**src/rtl/scan_ctrl.sv**
```systemverilog
// Multiplexed 7-segment scanner with double-buffered digit banks and frame-aligned commit.
// Optional leading-zero blanking is enabled by defining SCAN_LZ_BLANK_EN.
module scan_ctrl #(
  parameter int DIV  = 50000,
  parameter int NDIG = 8
) (
  input  logic       clk,
  input  logic       rst,
  input  logic       en,
  input  logic       wr_valid,
  output logic       wr_ready,
  input  logic [2:0] wr_addr,
  input  logic [4:0] wr_data,
  input  logic       commit,
  output logic       commit_ack,
  output logic [2:0] sel,
  output logic [7:0] seg
);

  localparam int             CW       = (DIV > 1) ? $clog2(DIV) : 1;
  localparam logic [CW-1:0]  CNT_LAST = CW'(DIV - 1);
  localparam logic [2:0]     SEL_LAST = 3'(NDIG - 1);

  logic [CW-1:0] cnt;
  logic          pending;
  logic [4:0]    shadow [8];
  logic [4:0]    active [8];

  logic          tick;
  logic          boundary;
  logic          copy;
  logic [2:0]    sel_next;
  logic [4:0]    src [8];
  logic [4:0]    digit;
  logic [7:0]    seg_next;

  function automatic logic [6:0] hex7(input logic [3:0] h);
    case (h)
      4'h0: hex7 = 7'h3F;
      4'h1: hex7 = 7'h06;
      4'h2: hex7 = 7'h5B;
      4'h3: hex7 = 7'h4F;
      4'h4: hex7 = 7'h66;
      4'h5: hex7 = 7'h6D;
      4'h6: hex7 = 7'h7D;
      4'h7: hex7 = 7'h07;
      4'h8: hex7 = 7'h7F;
      4'h9: hex7 = 7'h6F;
      4'hA: hex7 = 7'h77;
      4'hB: hex7 = 7'h7C;
      4'hC: hex7 = 7'h39;
      4'hD: hex7 = 7'h5E;
      4'hE: hex7 = 7'h79;
      default: hex7 = 7'h71;
    endcase
  endfunction

  function automatic logic [7:0] enc(input logic [4:0] d);
    enc = {d[4], hex7(d[3:0])};
  endfunction

  assign tick     = (cnt == CNT_LAST);
  assign boundary = tick && (sel == SEL_LAST);
  assign copy     = boundary && pending;
  assign wr_ready = !pending;

  always_comb begin
    sel_next = sel;
    if (tick) begin
      if (sel == SEL_LAST) sel_next = 3'd0;
      else                 sel_next = sel + 3'd1;
    end
  end

  // seg must reflect the bank as it will be after this edge, so a copy is looked through
  always_comb begin
    for (int i = 0; i < 8; i++) src[i] = copy ? shadow[i] : active[i];
  end

  assign digit = src[sel_next];

`ifdef SCAN_LZ_BLANK_EN
  logic blank;

  always_comb begin
    blank = (sel_next != 3'd0);
    for (int i = 0; i < 8; i++) begin
      if (i < NDIG && i >= int'(sel_next) && src[i] != 5'd0) blank = 1'b0;
    end
  end

  always_comb begin
    seg_next = 8'h00;
    if (en && !blank) seg_next = enc(digit);
  end
`else
  always_comb begin
    seg_next = 8'h00;
    if (en) seg_next = enc(digit);
  end
`endif

  always_ff @(posedge clk or posedge rst) begin
    if (rst) begin
      cnt        <= '0;
      sel        <= 3'd0;
      seg        <= 8'h00;
      pending    <= 1'b0;
      commit_ack <= 1'b0;
    end else begin
      cnt        <= tick ? '0 : cnt + CW'(1);
      sel        <= sel_next;
      seg        <= seg_next;
      commit_ack <= copy;
      // a commit landing on the copying boundary is dropped because pending is still set
      if (copy)        pending <= 1'b0;
      else if (commit) pending <= 1'b1;
    end
  end

  always_ff @(posedge clk or posedge rst) begin
    if (rst) begin
      for (int i = 0; i < 8; i++) begin
        shadow[i] <= 5'd0;
        active[i] <= 5'd0;
      end
    end else begin
      if (wr_valid && wr_ready && int'(wr_addr) < NDIG) shadow[wr_addr] <= wr_data;
      if (copy) begin
        for (int i = 0; i < 8; i++) active[i] <= shadow[i];
      end
    end
  end

endmodule
```
**config.mk**
```make
export PLATFORM = sky130hd
export DESIGN_NAME = scan_ctrl
export DESIGN_NICKNAME = d
export VERILOG_FILES = /design/src/rtl/scan_ctrl.sv
export SDC_FILE = /design/constraint.sdc
export NUM_CORES = 1
export LEC_CHECK = 0
export CAP_MARGIN = 20
export CORE_ASPECT_RATIO = 2
export CORE_MARGIN = 2
export CORE_UTILIZATION = 50
export DETAILED_ROUTE_END_ITERATION = 8
export GPL_TIMING_DRIVEN = 1
export PLACE_DENSITY = 0.64
export SYNTH_ARGS = -nofsm -noshare
export SYNTH_HDL_FRONTEND = slang
export SYNTH_SLANG_ARGS = --single-unit
```
**constraint.sdc**
```tcl
create_clock -name clk -period 3.8 [get_ports clk]
set_input_delay 0.57 -clock clk [delete_from_list [all_inputs] [get_ports clk]]
set_output_delay 0.57 -clock clk [all_outputs]
set_load 0.05 [all_outputs]
```
# Word-level counts from Yosys, hierarchy flattened
# Memory sizes are Yosys's and may differ from the RTL's.
# Cells that the tools add are included.
op_classes:
  n_addsub: 2
  multipliers: 0
  div_mod_pow: 0
  magnitude_cmp: 3
  eq_ne: 2
  shift: 0
  muxes: 20
  bitwise: 2
  n_reduce_logical: 6
op_table:
  columns: ["operator", "n"]
  rows:
  - ["2-to-1 mux 5 bit", 11]
  - ["bitwise mux 40 bit", 1]
  - ["adder 16 x 1 -> 16 bit, second input constant", 1]
  - ["== test 16 bit, second input constant", 1]
  - ["2-to-1 mux 16 bit", 1]
  - ["binary-select mux 5 bit (select 3 bit)", 1]
  - ["demux 5 bit (select 3 bit)", 1]
  - [">= comparator 4 bit, second input constant", 2]
  - ["2-to-1 mux 8 bit", 1]
  - ["inverter 3 -> 4 bit", 2]
  - ["2-to-1 mux 3 bit", 2]
  - ["logical AND 1 bit", 4]
  - ["< comparator 4 x 1 -> 1 bit, second input constant", 1]
  - ["adder 3 x 1 -> 3 bit, second input constant", 1]
  - ["== test 3 bit, second input constant", 1]
  - ["2-to-1 mux 1 bit", 2]
  - ["nonzero test 2 bit", 1]
  - ["logical NOT 1 bit", 1]
totals:
  reg_bits: 109
  latchBits: 0
  ramBits: 0
  romBits: 112
  input_bits: 13
  output_inout_bits: 13
  elab_cells: 57
  mem_count: 1
mem_list:
  columns: ["memory", "words", "width", "rd", "rd_ports_with_merged_regs", "write_ports", "line", "rtl"]
  rows:
  - ["(name not given)", 16, 7, 1, 0, 0, "38", "case (h)"]

# Logic depth before layout (Yosys ltp)
# Gate-level depths: netlist (run 1).
# An unclocked memory read counts as a cell.
depth:
  ltp_word: 9
  depth_mapped: 16
  mapped_depth_nobuf: 13

# Least setup slack after synthesis (run 1)
# OpenSTA, ideal clock, no wires.
synth_timing:
  path_type: "flip-flop to flip-flop"
  startpoint: "register sel[1]"
  endpoint: "register seg[0]"
  setup_time_ns: 0.065
  arrival_time_ns: 3.306
  required_ns: 3.735
  path_slack_ns: 0.429
  stages_incl_launch_ff: 13
  path_buffers: 0
  synth_period_minus_slack_ns: 3.371
  cell_sequence: "dfrtp_1 -> ha_1 -> ha_1 -> and2_1 -> nand2_4 -> mux2_2 -> a221o_1 -> a211oi_4 -> inv_1 -> ha_1 -> mux2_1 -> nor3_1 -> a31o_1"
synth_between:
  elab_chain_len: 9
  word_cells_on_any_way: 20
  cone_classes: "add/sub (1); eq/ne (1); mux (14); bitwise (1); reduce/logical (2); memory (1)"
synth_lines:
  columns: ["element", "line", "rtl"]
  rows:
  - ["start, declared", "16", "output logic [2:0] sel,"]
  - ["start signal, assigned", "112", "sel <= sel_next;"]
  - ["adder 3 x 1 -> 3 bit or == test 3 bit (tied branches)", "71, 63, 70", null]
  - ["2-to-1 mux 3 bit or logical AND 1 bit (tied branches)", "70, 63", null]
  - ["2-to-1 mux 3 bit or logical AND 1 bit (tied branches)", "69, 64", null]
  - ["inverter 3 -> 4 bit (implied by the code) or 2-to-1 mux 5 bit (tied branches)", "80, 77", null]
  - ["binary-select mux 5 bit (select 3 bit) *", "80", "assign digit = src[sel_next];"]
  - ["2-to-1 mux 5 bit (implied by the code) * (2 in series)", "80", null]
  - ["memory (16 x 7 bit) *", null, null]
  - ["2-to-1 mux 8 bit *", "99", "if (en) seg_next = enc(digit);"]
  - ["via seg_next[0]", "35", "logic [7:0] seg_next;"]
  - ["end signal, assigned", "113", "seg <= seg_next;"]
  - ["end, declared", "17", "output logic [7:0] seg"]
# Mark *: on every way through the listed nets, which the timed path passes. The rest lies on a longest branch. The select of a mux whose other input is x is not followed.
# A chain may end at the register's enable or synchronous reset.

# Worst setup path in the final report (run 1)
layout_timing:
  startpoint: "register cnt[0]"
  endpoint: "register seg[0]"
layout_between:
  elab_chain_len: 9
  word_cells_on_any_way: 18
  cone_classes: "eq/ne (1); mux (13); bitwise (1); reduce/logical (2); memory (1)"
layout_lines:
  columns: ["element", "line", "rtl"]
  rows:
  - ["start, declared", "24", "logic [CW-1:0] cnt;"]
  - ["start signal, assigned", "111", "cnt <= tick ? '0 : cnt + CW'(1);"]
  - ["== test 16 bit *", "62", "assign tick = (cnt == CNT_LAST);"]
  - ["logical AND 1 bit", "63", "assign boundary = tick && (sel == SEL_LAST);"]
  - ["logical AND 1 bit", "64", "assign copy = boundary && pending;"]
  - ["2-to-1 mux 5 bit", "77", "for (int i = 0; i < 8; i++) src[i] = copy ? shadow[i] : active[i];"]
  - ["binary-select mux 5 bit (select 3 bit) *", "80", null]
  - ["2-to-1 mux 5 bit (implied by the code) * (2 in series)", "80", null]
  - ["memory (16 x 7 bit) *", null, null]
  - ["2-to-1 mux 8 bit *", "99", null]
  - ["via seg_next[0]", "35", null]
# Marked as above.

==> impl_metrics.env, run 1 <==
export IMPL_outcome="complete, no violations"
export IMPL_path_clk_slew_ns=0.07
export IMPL_cellLeakagePower_nw=2.97
export IMPL_syn2layout_area_growth_pct=16.0
export IMPL_r2r_slack_ns=0.31
export IMPL_drive_gt1_share_pct=21.0
export IMPL_report_final_slew_viol_count=0
export IMPL_clock_root_buffer="clkbuf_16"
export IMPL_critPathRequiredTime_ns=4.08
export IMPL_ir_drop_mv=0.278
export IMPL_worst_slew_pin_slew_ns=0.698
export IMPL_yosys_mux_area_fraction_pct=15.2
export IMPL_cp_cell_sequence="ha_1 -> and3_1 -> buf_4 -> a41oi_4 -> a21oi_2 -> inv_2 -> buf_4 -> nor2_1 -> a221o_1 -> a211oi_4 -> inv_1 -> ha_1 -> mux2_1 -> nor3_1 -> a31o_1"
export IMPL_via_per_inst=5.44
export IMPL_htreeDepth=3
export IMPL_path_class="flip-flop to flip-flop"
export IMPL_track_usage_pct=22.4
export IMPL_hold_class="flip-flop to flip-flop"
export IMPL_drt_iter0_drc=188
export IMPL_setup_ws_ns=0.308
export IMPL_diodes=0
export IMPL_final_common_cell="dfrtp_1"
export IMPL_place_ws_ns=0.0659
export IMPL_worst_ep_arrival_time_ns=3.77
export IMPL_antenna_found_initial=0
export IMPL_grt_ovfl_total=0
export IMPL_gp_congestion=0.938
export IMPL_setup_violations=0
export IMPL_numCtsBuffers=9
export IMPL_totalWireLength_um=11800
export IMPL_postSynthAreaPerCell_um2=11.2
export IMPL_ant_nets=0
export IMPL_power_density_mw_per_mm2=359
export IMPL_dp_hpwl_um=8590
export IMPL_die_y_um=148
export IMPL_cts_sinks=109
export IMPL_synth_area_mm2=0.00521
export IMPL_drv_cap=0
export IMPL_fin_nets=531
export IMPL_cts_hold_buf=0
export IMPL_skew_ns=0.00852
export IMPL_synth_cells=465
export IMPL_start_util_pct=51.3
export IMPL_die_area_mm2=0.0113
export IMPL_cts_buffer_depth=2
export IMPL_synthAdderAreaFrac_pct=2.16
export IMPL_seq_area_frac_synth_pct=52.4
export IMPL_async_reset_ff_share_pct=100
export IMPL_min_to="active[8]$_DFFE_PP0N_"
export IMPL_synthFlopType="dfrtp_1"
export IMPL_grt_pass1_wl_um=19400
export IMPL_synth_fp_nets=487
export IMPL_drcViolationCount=0
export IMPL_cts_tree="yes"
export IMPL_grt_pass1_vias=3641
export IMPL_yosys_warnings=0
export IMPL_cp_end_kind="flip-flop"
export IMPL_port_buffers=25
export IMPL_worstRegToRegCells=15
export IMPL_synth_seq_cells=109
export IMPL_grt_max_degree=58
export IMPL_hold_viol=0
export IMPL_fin_crit_ns=3.49
export IMPL_rsz0062_at_grt="no"
export IMPL_core_area_mm2=0.0101
export IMPL_slew_headroom_pct=53.3
export IMPL_synth_xor_area_share_pct=2.19
export IMPL_mostFrequentLayoutCells="dfrtp_1 (109), nand2_1 (95), mux2_2 (50), nor2_1 (28), clkdlybuf4s50_1 (25)"
export IMPL_holdPathStages=2
export IMPL_routedWlPerCell_um=18.1
export IMPL_synth_compound_area_share_pct=8.98
export IMPL_finalCritPeriodShare_pct=91.9
export IMPL_timing_rr_start="cnt[0]$_DFF_PP0_"
export IMPL_synth_edf_count=0
export IMPL_cp_slowest_cell="dfrtp_1"
export IMPL_synthDistinctLibCells=59
export IMPL_critPathMaxFanout=7
export IMPL_io_pin_count=26
export IMPL_vias=3533
export IMPL_drt_first_pass_iters=4
export IMPL_max_stage_delay_ns=0.40
export IMPL_fp_row_count=52
export IMPL_max_freq_ghz=0.286
export IMPL_fin_setup_tns_ns=0
export IMPL_synth_top_family_by_area="simple AND/OR/NAND/NOR gates"
export IMPL_worst_r2r_endpoint="seg[0]$_DFF_PP0_"
export IMPL_worstSkewPairLatency_ns=0.35
export IMPL_fp_dieW_um=76.2
export IMPL_startpoint_type="flip-flop"
export IMPL_min_from="active[8]$_DFFE_PP0N_"
export IMPL_synthSimpleGateAreaFrac_pct=16.2
where the power goes:
group	switching [W]	leakage (nW)	total (W)	internal (W)
Sequential	0.00000859	1.48	0.00118	0.00117
Clock	0.000449	0.133	0.000907	0.000458
Combinational	0.0000498	1.35	0.0000810	0.0000312
critical path, delay by kind of cell (launching register included):
| family | cells | cell delay (ns) |
|---|---|---|
| AOI/OAI and AO/OA | 5 | 1.16 |
| buffers and inverters | 4 | 0.66 |
| adders and majority gates | 2 | 0.49 |
| and+or+nand+nor | 3 | 0.41 |
| DFF | 1 | 0.40 |
| muxes | 1 | 0.31 |
what timing repair did:
action | 4_1_cts | 5_1_grt
setup endpoints to repair | 0 | 4
gates resized for setup | 0 | 4
buffers inserted | 0 | 5
flip-flops by register name, indices dropped and copies added (netlist names):
register	cells
cnt	16
active	40
shadow	40
sel	3
seg	8
pending	1
commit_ack	1
logic make-up after synthesis:
| family | count (synthesis) |
|---|---|
| AO/OA/AOI/OAI | 53 |
| XOR/XNOR | 13 |
| adder cells (fa/ha/maj) | 9 |
| multiplexers | 71 |
| buffers and inverters | 33 |
| flip-flops | 109 |
| AND/OR/NAND/NOR | 177 |
worst max path at each step:
stage                             to              from  depth (start not counted)
3_3_place_gp        seg[4]$_DFF_PP0_  cnt[7]$_DFF_PP0_                         12
6_report            seg[0]$_DFF_PP0_  cnt[0]$_DFF_PP0_                         15
2_1_floorplan  active[0]$_DFFE_PP0N_               rst                          1
5_1_grt             seg[0]$_DFF_PP0_  cnt[0]$_DFF_PP0_                         15
3_5_place_dp        seg[4]$_DFF_PP0_  cnt[7]$_DFF_PP0_                         12
4_1_cts             seg[4]$_DFF_PP0_  cnt[7]$_DFF_PP0_                         12
cells in the mapped netlist (all sizes together), types with 2 or more instances:
cell / instances / share of area, %
dfrtp: 109 / 52
nand2: 96 / 7.1
mux2: 52 / 11
nor2: 29 / 2.1
mux2i: 19 / 4.0
inv: 16 / 1.2
o21ai: 12 / 1.2
clkbuf: 9 / 0.65
ha: 9 / 2.2
nand3: 9 / 0.86
a211oi: 8 / 1.4
buf: 8 / 1.1
xor2: 8 / 1.3
nor2b: 7 / 0.84
and2: 6 / 0.72
nor3: 6 / 0.58
a2111oi: 5 / 1.7
and3: 5 / 0.60
xnor2: 5 / 0.84
nand3b: 4 / 0.58
nand4: 4 / 0.48
a21oi: 3 / 0.36
nor3b: 3 / 0.43
o22ai: 3 / 0.36
a211o: 2 / 0.34
a221o: 2 / 0.38
a22oi: 2 / 0.29
a311oi: 2 / 0.46
and4: 2 / 0.34
and4bb: 2 / 0.48
nor4b: 2 / 0.91
o221a: 2 / 0.43
o31ai: 2 / 0.29
stage by stage:
stage	instance area [µm²]	hold slack [ns]	power (W)	utilization (%)	cells
2_1_floorplan	5210	0.425	0.00125	-	465
3_3_place_gp	5710	0.435	0.00129	56.2	628
3_5_place_dp	5710	0.450	0.00129	56.2	628
4_1_cts	5990	0.466	0.00219	59.0	644
5_1_grt	6040	0.494	0.00224	59.5	649
6_report	6040	0.463	0.00217	59.5	649
final cells by class:
type / count / area (µm²)
fillers: 885 / 4110
flip-flops and latches: 109 / 2730
multi-input cells: 323 / 2350
repair buffers: 50 / 450
clock buffers: 10 / 229
well taps: 135 / 169
inverters: 16 / 62.6
clock inverters: 6 / 55.1
layer usage:
metal,GRT usage [%],share of wire [%]
met1,25.8,39
met2,41.5,55
met3,3.22,2.6
met4,8.73,2.5
met5,0,0
Note: power is estimated with default switching activity, not from simulation.
==> run 2: changes to the inputs <==
Settings changed: CTS_CLUSTER_SIZE set to 8, TNS_END_PERCENT set to 50.
Clock period 3.8 ns to 3.25 ns, I/O delays scaled along.
==> run 2 against run 1 <==
Register-to-register slack worse by 0.26 ns. Worst hold slack better by 0.0050 ns. Flip-flop and latch count unchanged. Count of clock-buffer cells in the layout unchanged. Critical path depth down 3. Routed wire length up 3.2%. Core utilization up 3.0 points. Clock power up 18%. Total power up 17%. Fmax up 9.0%. Combinational power up 17%. Largest cell class unchanged. Largest power group unchanged.
==> impl_metrics.env, run 2 (synthesis gave the netlist of run 1 again) <==
export IMPL_outcome="complete, no violations"
export IMPL_syn2layout_area_growth_pct=21.9
export IMPL_skew_ns=0.00789
export IMPL_drt_iter0_drc=175
export IMPL_fill_cells=850
export IMPL_fin_nets=560
export IMPL_via_per_inst=5.45
export IMPL_htreeDepth=3
export IMPL_cp_slowest_cell="mux2i_1"
export IMPL_placed_area_mm2=0.00596
export IMPL_worst_ep_arrival_time_ns=3.49
export IMPL_slew_headroom_pct=56.3
export IMPL_worst_slew_pin_slew_ns=0.654
export IMPL_cts_tree="yes"
export IMPL_grt_max_degree=85
export IMPL_cp_cell_sequence="and4bb_2 -> and4_4 -> mux2i_1 -> a2111oi_4 -> buf_4 -> a221o_1 -> a211oi_4 -> inv_2 -> ha_2 -> mux2_1 -> nor3_1 -> a31o_1"
export IMPL_cellLeakagePower_nw=3.13
export IMPL_cts_buffer_depth=2
export IMPL_ant_nets=0
export IMPL_cp_endpoint="seg[0]$_DFF_PP0_"
export IMPL_crit_start="cnt[13]$_DFF_PP0_"
export IMPL_die_area_mm2=0.0113
export IMPL_r2r_slack_ns=0.05
export IMPL_path_clk_slew_ns=0.07
export IMPL_holdWs_ns=0.468
export IMPL_setup_violations=0
export IMPL_port_buffers=25
export IMPL_worstRegToRegCells=12
export IMPL_clock_root_buffer="clkbuf_16"
export IMPL_top_regs="active (40), shadow (40), cnt (16)"
export IMPL_cts_hold_buf=0
export IMPL_ir_drop_mv=0.308
export IMPL_worst_r2r_endpoint="seg[0]$_DFF_PP0_"
export IMPL_mostFrequentLayoutCells="dfrtp_1 (108), nand2_1 (95), buf_4 (51), mux2_2 (50), nor2_1 (28)"
export IMPL_io_pin_count=26
export IMPL_rsz0062_at_grt="yes"
export IMPL_path_delay_family="compound AO/OA/AOI/OAI gates"
export IMPL_worstSkewPairLatency_ns=0.35
export IMPL_core_area_mm2=0.0101
export IMPL_fp_row_count=52
export IMPL_drt_first_pass_iters=4
export IMPL_totalWireLength_um=12100
export IMPL_timing_rr_start="cnt[13]$_DFF_PP0_"
export IMPL_cp_depth=12
export IMPL_critPathMaxFanout=6
export IMPL_drv_cap=0
export IMPL_final_common_cell="dfrtp_1"
export IMPL_path_class="flip-flop to flip-flop"
export IMPL_vias=3692
export IMPL_cp_end_kind="flip-flop"
export IMPL_max_stage_delay_ns=0.43
export IMPL_numCtsBuffers=9
export IMPL_startpoint_type="flip-flop"
export IMPL_grt_pass1_vias=3864
export IMPL_diodes=0
export IMPL_cts_sinks=109
export IMPL_dp_hpwl_um=9170
export IMPL_critPathRequiredTime_ns=3.53
export IMPL_routedWlPerCell_um=17.9
export IMPL_antenna_found_initial=0
export IMPL_power_density_mw_per_mm2=401
export IMPL_grt_ovfl_total=0
export IMPL_report_final_slew_viol_count=0
export IMPL_start_util_pct=51.3
export IMPL_gp_congestion=0.931
export IMPL_die_y_um=148
export IMPL_grt_pass1_wl_um=19600
export IMPL_drive_gt1_share_pct=27.1
export IMPL_fin_crit_ns=3.20
export IMPL_track_usage_pct=22.5
export IMPL_finalCritPeriodShare_pct=98.6
export IMPL_fp_dieW_um=76.2
export IMPL_max_freq_ghz=0.312
export IMPL_cp_num_buf_inv=2
export IMPL_drcViolationCount=0
export IMPL_hold_viol=0
export IMPL_hold_class="flip-flop to flip-flop"
export IMPL_fin_area_mm2=0.00635
[run 2: cell types whose count changed in the layout (fill, tap and decap cells not counted), sizes merged]
| cell | before | now |
|---|---|---|
| inv | 19 | 18 |
| buf | 25 | 54 |
| clkinv | 1 | 2 |
[run 2: what timing repair did]
action                                  in CTS  in global routing
resized for setup                            6                 13
buffers inserted                             1                  1
endpoints found under the setup margin       7                  7
pin swaps                                    2                  4
[run 2: final cells by class]
type | instances | area [µm²] | area share (%)
Clock buffer | 10 | 229 | 3.61
Clock inverter | 6 | 66.3 | 1.04
Inverter | 16 | 63.8 | 1.00
Multi-Input combinational cell | 323 | 2410 | 37.9
Sequential cell | 109 | 2730 | 43.0
Tap cell | 135 | 169 | 2.66
Timing Repair Buffer | 79 | 684 | 10.8
[run 2: worst min-delay path, cell delays in order, from the launching register on]
cell     delay, ns
dfrtp_1       0.34
nand2_1       0.05
nand2_1       0.05
[run 2: worst min-delay path by stage]
stage,start,to,slack (ns),cells after the start
floorplan,cnt[0]$_DFF_PP0_,cnt[0]$_DFF_PP0_,0.43,1
global placement,active[8]$_DFFE_PP0N_,active[8]$_DFFE_PP0N_,0.44,2
detailed placement,active[8]$_DFFE_PP0N_,active[8]$_DFFE_PP0N_,0.45,2
CTS,active[8]$_DFFE_PP0N_,active[8]$_DFFE_PP0N_,0.47,2
global route,active[34]$_DFFE_PP0N_,active[34]$_DFFE_PP0N_,0.49,2
finish,active[0]$_DFFE_PP0N_,active[0]$_DFFE_PP0N_,0.47,2
[run 2: through the flow]
step	std cells	setup WS, ns	total power [W]	util, %	TNS (ns)
after floorplan	465	-0.106	0.00146	-	-0.106
after global placement	660	-0.0260	0.00151	58.7	-0.0450
after detailed placement	660	-0.142	0.00151	58.7	-0.493
after CTS	677	0.0334	0.00257	61.8	0
after global routing	678	-0.0917	0.00264	62.6	-0.229
final	678	0.0465	0.00254	62.6	0
[run 2: power by group]
| group | leakage, nW | switching (W) | internal (W) |
|---|---|---|---|
| registers | 1.48 | 0.0000103 | 0.00137 |
| clock network | 0.140 | 0.000525 | 0.000542 |
| logic | 1.51 | 0.0000585 | 0.0000365 |
[run 2: layer usage]
layer  share of wire [%]  GRT usage, %  vias to the layer above
met5                   0             0                        -
met3                 2.0          2.91                       29
met2                  55          42.9                       63
met1                  38          24.3                     1844
met4                 4.4          10.8                        0
li1                    -             -                     1756
==> run 3: changes to the inputs <==
Settings changed: CORE_UTILIZATION 50 to 55, PLACE_DENSITY 0.64 to 0.7.
==> run 3 against run 2 <==
Global-route usage rose by 2.5 points. First-iteration DRC count up 2.3%. Via count is 0.87% higher. Combinational power is 2.8% higher. Die area down 8.7%. Flip-flop and latch count unchanged. Sequential share of layout area increased by 0.65 points. Sequential power is essentially flat. Final cell count decreased by 5.6%. Critical path depth is 2 higher. Critical path type unchanged. Largest power group unchanged.
==> impl_metrics.env, run 3 (synthesis gave the netlist of run 1 again) <==
export IMPL_startpoint_type="flip-flop"
export IMPL_numCtsBuffers=9
export IMPL_htreeDepth=3
export IMPL_holdWs_ns=0.466
export IMPL_fp_row_count=50
export IMPL_place_ws_ns=-0.00781
export IMPL_cp_slowest_cell="dfrtp_1"
export IMPL_track_usage_pct=25.0
export IMPL_syn2layout_area_growth_pct=20.1
export IMPL_cts_buffer_depth=2
export IMPL_drt_iter0_drc=179
export IMPL_routedWlPerCell_um=18.7
export IMPL_worst_slew_pin_slew_ns=0.667
export IMPL_drive_gt1_share_pct=25.6
export IMPL_grt_pass1_vias=3811
export IMPL_report_final_slew_viol_count=0
export IMPL_start_util_pct=56.3
export IMPL_outcome="complete, no violations"
export IMPL_cp_cell_sequence="ha_2 -> and3_4 -> buf_4 -> a41oi_2 -> buf_4 -> a211oi_1 -> a2111oi_2 -> a221o_1 -> a211oi_4 -> inv_1 -> ha_1 -> mux2_1 -> nor3_2 -> a31o_1"
export IMPL_mostFrequentLayoutCells="dfrtp_1 (108), nand2_1 (95), mux2_2 (50), buf_4 (42), nor2_1 (28)"
export IMPL_port_buffers=25
export IMPL_slew_headroom_pct=55.5
export IMPL_top_regs="active (40), shadow (40), cnt (16)"
export IMPL_vias=3724
export IMPL_path_delay_family="compound AO/OA/AOI/OAI gates"
export IMPL_path_clk_slew_ns=0.07
export IMPL_cts_hold_buf=0
export IMPL_path_common_cell="buf_4"
export IMPL_drt_first_pass_iters=4
export IMPL_cp_num_buf_inv=3
export IMPL_hold_viol=0
export IMPL_die_area_mm2=0.0103
export IMPL_drv_cap=0
export IMPL_crit_start="cnt[0]$_DFF_PP0_"
export IMPL_grt_ovfl_total=0
export IMPL_worstSkewPairLatency_ns=0.35
export IMPL_drcViolationCount=0
export IMPL_skew_ns=0.00746
export IMPL_fin_cells=640
export IMPL_min_from="active[8]$_DFFE_PP0N_"
export IMPL_hold_class="flip-flop to flip-flop"
export IMPL_gp_congestion=0.935
export IMPL_path_class="flip-flop to flip-flop"
export IMPL_clock_root_buffer="clkbuf_16"
export IMPL_ant_nets=0
export IMPL_dp_cells=622
export IMPL_top_layer="met4"
export IMPL_drt_met1_wl_um=4480
export IMPL_power_density_mw_per_mm2=411
export IMPL_grt_pass1_wl_um=19400
export IMPL_cellLeakagePower_nw=3.08
export IMPL_totalWireLength_um=12000
export IMPL_dp_hpwl_um=8910
export IMPL_final_core_util_pct=67.6
export IMPL_antenna_found_initial=0
export IMPL_via_per_inst=5.82
export IMPL_timing_rr_start="cnt[0]$_DFF_PP0_"
export IMPL_ir_drop_mv=0.267
export IMPL_diodes=0
export IMPL_fin_area_mm2=0.00625
export IMPL_fp_dieW_um=72.8
export IMPL_max_stage_delay_ns=0.38
export IMPL_wl_met3_um=318
export IMPL_placed_area_mm2=0.00587
export IMPL_worst_ep_arrival_time_ns=3.41
export IMPL_io_pin_count=26
export IMPL_finalCritPeriodShare_pct=96.0
export IMPL_fin_crit_ns=3.12
export IMPL_cts_sinks=109
export IMPL_grt_max_degree=56
export IMPL_cp_depth=14
export IMPL_holdPathStages=2
export IMPL_die_y_um=142
export IMPL_critPathMaxFanout=6
export IMPL_core_area_mm2=0.00926
export IMPL_setup_violations=0
export IMPL_worstRegToRegCells=14
export IMPL_rsz0062_at_grt="yes"
export IMPL_wl_met2_um=6710
export IMPL_fin_nets=553
export IMPL_cts_tree="yes"
export IMPL_setup_ws_ns=0.130
export IMPL_final_common_cell="dfrtp_1"
export IMPL_max_freq_ghz=0.321
export IMPL_critPathRequiredTime_ns=3.54
export IMPL_cp_end_kind="flip-flop"
[run 3: changes by cell type in the layout (fill, tap and decap cells not counted), sizes merged]
cell      previous run  this run
buf                 54        47
clkinv               2         3
clkinvlp             2         1
[run 3: per-stage QoR]
stage	power [W]	TNS (ns)
global route	0.00265	-0.0881
detailed placement	0.00151	-0.00876
CTS	0.00259	0
global placement	0.00151	-0.0110
floorplan	0.00146	-0.106
finish	0.00257	0
[run 3: final timing paths]
path                                     endpoint  slack [ns]
min                         active[8]$_DFFE_PP0N_        0.47
max in group asynchronous  active[19]$_DFFE_PP0N_        1.98
max reg2reg                      seg[0]$_DFF_PP0_        0.13
max                              seg[0]$_DFF_PP0_        0.13
min reg2reg                 active[8]$_DFFE_PP0N_        0.47
min in group asynchronous   active[7]$_DFFE_PP0N_        0.58
[run 3: repair_timing]
action                     4_1_cts  5_1_grt
setup endpoints to repair        2        7
pin swaps                        0        3
gates resized for setup          3       13
hold endpoints to repair         0        0
setup buffers                    0        2
[run 3: per-layer routing]
layer / vias up / GRT usage, %
met5: - / 0
li1: 1749 / -
met3: 32 / 2.91
met2: 74 / 45.3
met4: 0 / 12.3
met1: 1869 / 28.2
[run 3: final cells by class]
cell class	count	area, µm²
clock buffers	10	239
clock inverters	6	62.6
fillers	729	3000
inverters	16	63.8
multi-input cells	323	2390
flip-flops and latches	109	2730
well taps	104	130
repair buffers	72	639
[run 3: power by group]
group	switching (W)	leakage, nW	internal (W)	total [W]
registers	0.0000100	1.48	0.00137	0.00138
clock network	0.000526	0.148	0.000562	0.00109
logic	0.0000593	1.45	0.0000383	0.0000976
total	0.000596	3.08	0.00197	0.00257
[run 3: tightest hold or removal path: stages (launching register included)]
cell	delay [ns]
dfrtp_1	0.34
nand2_1	0.05
nand2_1	0.05
